File: config.mk
export PLATFORM = sky130hd
export DESIGN_NAME = shift_sequencer
export DESIGN_NICKNAME = d
export VERILOG_FILES = /design/src/rtl/shift_sequencer_pkg.sv /design/src/rtl/nBit_Shift.sv /design/src/rtl/shift_sequencer.sv
export SDC_FILE = /design/constraint.sdc
export NUM_CORES = 1
export LEC_CHECK = 0
export CAP_MARGIN = 10
export CORE_MARGIN = 1.5
export CORE_UTILIZATION = 40
export DETAILED_ROUTE_END_ITERATION = 10
export HOLD_SLACK_MARGIN = 0.15
export PLACE_DENSITY = 0.69
export SYNTH_ARGS = -nofsm -noshare
export SYNTH_HDL_FRONTEND = slang
export SYNTH_SLANG_ARGS = --single-unit
File: constraint.sdc
create_clock -name clk -period 1.95 [get_ports clk]
set_input_delay 0.39 -clock clk [delete_from_list [all_inputs] [get_ports clk]]
set_output_delay 0.39 -clock clk [all_outputs]
set_load 0.02 [all_outputs]
File: src/rtl/shift_sequencer_pkg.sv
// Shared definitions for the sequential shift engine.
//   state_t            : FSM state codes (2-bit; code 3 is unused and recovers to IDLE)
//   DIR_LEFT/DIR_RIGHT : shift direction encoding of in_dir / dir
//   OP_LOGICAL/OP_ARITH: right-shift fill encoding of in_op / OP
package shift_sequencer_pkg;

  typedef enum logic [1:0] {
    ST_IDLE  = 2'd0,
    ST_SHIFT = 2'd1,
    ST_DONE  = 2'd2
  } state_t;

  localparam logic DIR_LEFT   = 1'b0;
  localparam logic DIR_RIGHT  = 1'b1;
  localparam logic OP_LOGICAL = 1'b0;
  localparam logic OP_ARITH   = 1'b1;

endpackage

File: src/rtl/nBit_Shift.sv
// Combinational n-bit shifter used as the single-step datapath of the
// sequencer.
//   data      : operand
//   dir       : DIR_LEFT / DIR_RIGHT
//   shift_amt : shift distance (the sequencer ties this to 1)
//   result    : shifted operand; OP selects logical or arithmetic right fill,
//               left shifts always fill with zero
module nBit_Shift
  import shift_sequencer_pkg::*;
#(
  parameter int   WIDTH = 4,
  parameter logic OP    = OP_LOGICAL
) (
  input  logic [WIDTH-1:0] data,
  input  logic             dir,
  input  logic [WIDTH-1:0] shift_amt,
  output logic [WIDTH-1:0] result
);

  always_comb begin
    if (dir == DIR_LEFT) begin
      result = data << shift_amt;
    end else if (OP == OP_ARITH) begin
      result = WIDTH'($signed(data) >>> shift_amt);
    end else begin
      result = data >> shift_amt;
    end
  end

endmodule

File: src/rtl/shift_sequencer.sv
// Multi-cycle shift engine: accepts one operand + shift request, performs
// the shift one bit per clock through two nBit_Shift instances, and returns
// the result.
//
// Handshakes: a transfer happens on a rising edge where valid and ready are
// both high. in_ready is high only in IDLE; out_valid is high only in DONE,
// and out_data holds stable there until out_ready is seen.
//
// Ports:
//   clk, rst_n             : clock, asynchronous active-low reset
//   in_valid/in_ready      : request handshake
//   in_data, in_dir, in_op : operand, direction (0 left), fill (1 arithmetic)
//   in_amt                 : requested amount, saturated to WIDTH
//   out_valid/out_ready    : result handshake
//   out_data               : result (0 while IDLE)
//   busy                   : high in SHIFT or DONE
module shift_sequencer
  import shift_sequencer_pkg::*;
#(
  parameter int WIDTH = 4,
  parameter int AMT_W = 4
) (
  input  logic             clk,
  input  logic             rst_n,
  input  logic             in_valid,
  output logic             in_ready,
  input  logic [WIDTH-1:0] in_data,
  input  logic             in_dir,
  input  logic             in_op,
  input  logic [AMT_W-1:0] in_amt,
  output logic             out_valid,
  input  logic             out_ready,
  output logic [WIDTH-1:0] out_data,
  output logic             busy
);

  // Counter must hold the saturated value WIDTH itself.
  localparam int CNT_W = $clog2(WIDTH + 1);
  localparam logic [WIDTH-1:0] STEP_ONE = WIDTH'(1);

  state_t           state;
  state_t           state_n;
  logic [WIDTH-1:0] data_r;
  logic [CNT_W-1:0] cnt;
  logic             dir_r;
  logic             op_r;

  logic             accept;
  logic [CNT_W-1:0] amt_sat;
  logic [WIDTH-1:0] step_logical;
  logic [WIDTH-1:0] step_arith;
  logic [WIDTH-1:0] step;

  assign in_ready  = (state == ST_IDLE);
  assign out_valid = (state == ST_DONE);
  assign busy      = (state == ST_SHIFT) || (state == ST_DONE);
  assign out_data  = data_r;
  assign accept    = in_valid && in_ready;

  // Anything at or beyond WIDTH gives the same result as exactly WIDTH steps.
  always_comb begin
    if (int'(in_amt) >= WIDTH) begin
      amt_sat = CNT_W'(WIDTH);
    end else begin
      amt_sat = CNT_W'(in_amt);
    end
  end

  nBit_Shift #(.WIDTH(WIDTH), .OP(OP_LOGICAL)) u_step_logical (
    .data      (data_r),
    .dir       (dir_r),
    .shift_amt (STEP_ONE),
    .result    (step_logical)
  );

  nBit_Shift #(.WIDTH(WIDTH), .OP(OP_ARITH)) u_step_arith (
    .data      (data_r),
    .dir       (dir_r),
    .shift_amt (STEP_ONE),
    .result    (step_arith)
  );

  // For left shifts both instances agree, so op_r only matters going right.
  assign step = (op_r == OP_ARITH) ? step_arith : step_logical;

  always_ff @(posedge clk or negedge rst_n) begin
    if (!rst_n) begin
      state <= ST_IDLE;
    end else begin
      state <= state_n;
    end
  end

  always_comb begin
    state_n = state;
    case (state)
      ST_IDLE: begin
        if (accept) begin
          state_n = (amt_sat == '0) ? ST_DONE : ST_SHIFT;
        end
      end
      ST_SHIFT: begin
        if (cnt == CNT_W'(1)) begin
          state_n = ST_DONE;
        end
      end
      ST_DONE: begin
        if (out_ready) begin
          state_n = ST_IDLE;
        end
      end
      default: state_n = ST_IDLE;
    endcase
  end

  always_ff @(posedge clk or negedge rst_n) begin
    if (!rst_n) begin
      data_r <= '0;
      cnt    <= '0;
      dir_r  <= 1'b0;
      op_r   <= 1'b0;
    end else begin
      case (state)
        ST_IDLE: begin
          if (accept) begin
            data_r <= in_data;
            cnt    <= amt_sat;
            dir_r  <= in_dir;
            op_r   <= in_op;
          end
        end
        ST_SHIFT: begin
          data_r <= step;
          cnt    <= cnt - CNT_W'(1);
        end
        ST_DONE: begin
          // Returning to IDLE leaves out_data at zero.
          if (out_ready) begin
            data_r <= '0;
          end
        end
        default: begin
        end
      endcase
    end
  end

endmodule

==> flow_metrics.py <==
metrics = {
    "drt": {
        "drt_wl_total_um": 1587,
        "post_drt_via_cell_ratio": 5.168,
        "ant_nets": 0,
        "routed_via_count": 615,
        "routedWlPerCell_um": 13.34,
        "drt_pass1_iterations": 3,
        "detailedRoute.firstIterationViolations": 7,
        "post-route-drc-count": 0,
    },
    "grt": {
        "first_global_vias": 592,
        "grt_start_max_net_pins": 15,
        "grt_util_all_layers_pct": 17.10,
        "globalRouteOverflowTotal": 0,
        "antenna_found_initial": 0,
        "global_route_wire_length_before_repair_um": 2580,
    },
    "cts": {
        "cts-root-to-sink-buffers": 2,
        "cts_max_level": 1,
        "numCtsBuffers": 3,
        "cts.clk_slew.worst_paths_ns": 0.08,
        "cts_tree": "done",
        "cts.sink_count": 11,
        "clockRootBuffer": "sky130_fd_sc_hd__clkbuf_4",
        "worstSkewPairLatency_ns": 0.28,
        "cts_hold_buffers": 0,
    },
    "timing": {
        "fmax_ghz": 0.5651,
        "timing_hold_violations_final": 0,
        "timing.setup.tns_ns": 0,
        "rsz_0062_raised_after_global_routing": "no",
        "worst_slew_pin_slew_ns": 0.5139,
        "timing_max_transition_violations_final": 0,
        "max_slew_margin_pct": 65.64,
        "period_needed_ns": 1.770,
        "final.setup_skew_ns": 0.008286,
        "setup_violations": 0,
        "final_period_util_pct": 90.75,
    },
    "run_status": {
        "outcome": "finished clean",
    },
    "logic_synthesis": {
        "synth_common_cells": "sky130_fd_sc_hd__dfrtp_1 (11), sky130_fd_sc_hd__inv_1 (8), sky130_fd_sc_hd__ha_1 (6)",
        "synthMostInstantiatedCell": "sky130_fd_sc_hd__dfrtp_1",
        "yosysTopAreaCellShare_pct": 37.10,
        "ys_seq_area_share_pct": 37.10,
        "mappedNetlistNets": 89,
        "synth_area_um2": 742.0,
        "postSynth.topFlopCell": "sky130_fd_sc_hd__dfrtp_1",
        "avgSynthCellArea_um2": 10.75,
        "synth_top_cell_by_area": "sky130_fd_sc_hd__dfrtp_1",
        "postSynthCellCount": 69,
        "synthDistinctLibCells": 31,
        "ys.warnings.count": 0,
        "synth_edf_count": 0,
        "synthArstFlopShare_pct": 100.0,
        "postSynthRegisterBits": 11,
        "synth_area_leaders": "sky130_fd_sc_hd__dfrtp_1 (37%), sky130_fd_sc_hd__ha_1 (10%), sky130_fd_sc_hd__mux2_4 (6.1%)",
    },
    "critical_path": {
        "worst_r2r_startpoint": "state[1]",
        "crit_path_end_kind": "output pin",
        "timing.critical_path.from": "state[1]",
        "cp_max_fo": 3,
        "crit_arrival_ns": 1.38,
        "critical_path_required_ns": 1.56,
        "critical_path.startpoint_type": "flip-flop",
        "setup.worst_path.class": "flip-flop to output pin",
    },
    "placement": {
        "finalWeightedCongestion": 0.7892,
        "dp.final_hpwl_um": 1217,
        "port-buffer-count": 20,
    },
    "floorplanning": {
        "die_width_um": 46.07,
        "number_of_rows_created_at_floorplan": 15,
        "io_pins": 21,
        "die_y_um": 46.07,
        "floorplan.initialDensity_pct": 42.97,
        "design.die.area_um2": 2122,
        "fp.coreArea_um2": 1727,
    },
    "layout": {
        "multi_input_area_um2": 425.4,
        "syn2layout_area_growth_pct": 34.74,
        "final.fill_count": 177,
        "drive_gt1_share_pct": 14.89,
        "antenna_cells_inserted": 0,
        "layout.area.seq_um2": 275.3,
        "fin_nets": 115,
    },
    "power": {
        "p_int_mw": 0.9559,
        "switching_share_pct": 41.84,
        "clock_power_share_pct": 9.7,
        "share_seq_of_total_power_pct": 26.9,
        "power.combinational.fraction_pct": 63.4,
        "power_density_nw_per_um2": 1644,
        "leakagePower_nw": 0.4589,
        "totalPowerFinal_mw": 1.644,
        "vdd_ir_drop_max_uv": 800.1,
        "switching_power_total_mw": 0.6876,
    },
    "hold_path": {
        "min-delay-path-class": "primary input to async pin",
    },
    "flow_run": {
        "max_cap_viol_count": 0,
    },
}
==> cell usage in the layout, fill, tap and decap left out, drive strengths merged <==
master,instances
nand4,1
nor4,2
o21ai,1
nor2b,3
a211oi,2
nand2b,1
clkbuf,4
or2b,1
buf,2
a211o,1
a21oi,4
nand2,2
dlygate4sd2,3
mux2i,4
and2b,1
ha,6
nand3,1
clkdlybuf4s50,17
inv,8
nor4b,2
nor3b,1
a2111oi,1
mux2,5
and3,1
a2bb2oi,1
o22ai,2
or3,1
nor3,4
dfrtp,11
and4b,1
==> repair_timing <==
action,CTS,global route
gates resized for setup,3,0
setup buffers,0,0
endpoints found under the setup margin,3,0
==> sequential cells by signal, summed over array words and instances (netlist names) <==
name      count
state         2
out_data      4
op_r          1
cnt           3
dir_r         1
==> cell families after synthesis <==
logic type	after synthesis	synth area share, %
simple gates	22	21.59
compound gates	12	10.62
flops	11	37.10
buf+inv	9	5.565
mux	9	15.01
fa+ha+maj	6	10.12
==> final timing paths <==
check,endpoint,slack [ns],cells past startpoint
hold reg to reg,op_r,0.52,1
min in group clk,op_r,0.52,1
hold / removal,cnt[2],0.45,1
setup reg to reg,cnt[0],0.22,5
setup / recovery,busy,0.18,3
max in group asynchronous,dir_r,1.15,1
==> cell type report <==
class	instances	share of cell area [%]
clock buffers	4	2.628
inverters	8	3.004
multi-input cells	49	42.55
flip-flops and latches	11	27.53
well taps	25	3.129
repair buffers	22	21.15
==> power groups by stage <==
stage / clock (mW) / combinational [mW] / sequential [mW]
after floorplan: 0 / 0.718 / 0.466
after global placement: 0 / 1.05 / 0.440
after detailed placement: 0 / 1.08 / 0.446
after CTS: 0.168 / 1.05 / 0.440
after global routing: 0.175 / 1.13 / 0.460
final: 0.160 / 1.04 / 0.442
==> stage by stage <==
step	worst slack, ns	hold WS, ns	cell area, um2	util [%]	std cells
after detailed placement	0.1915	0.4981	977.2	56.59	115
after global placement	0.2010	0.4819	977.2	56.59	115
after floorplan	0.3512	0.09441	742.0	-	69
after CTS	0.1577	0.4770	999.7	57.90	119
after global routing	0.1173	0.5025	999.7	57.90	119
final	0.1803	0.4496	999.7	57.90	119
==> critical path: stages, from the launching register on <==
cell and delay (ns):
sky130_fd_sc_hd__dfrtp_1 0.38, sky130_fd_sc_hd__inv_1 0.09, sky130_fd_sc_hd__ha_1 0.30, sky130_fd_sc_hd__dlygate4sd2_1 0.34
==> per-layer routing <==
metal	global-route usage (%)	vias to the layer above	share of wire, %
li1	-	302	-
met1	22.98	299	49
met2	26.67	14	46
met3	5.882	0	4.1
met4	3.429	0	0
met5	0	-	0
No activity file was read; power rests on OpenSTA's default activity.
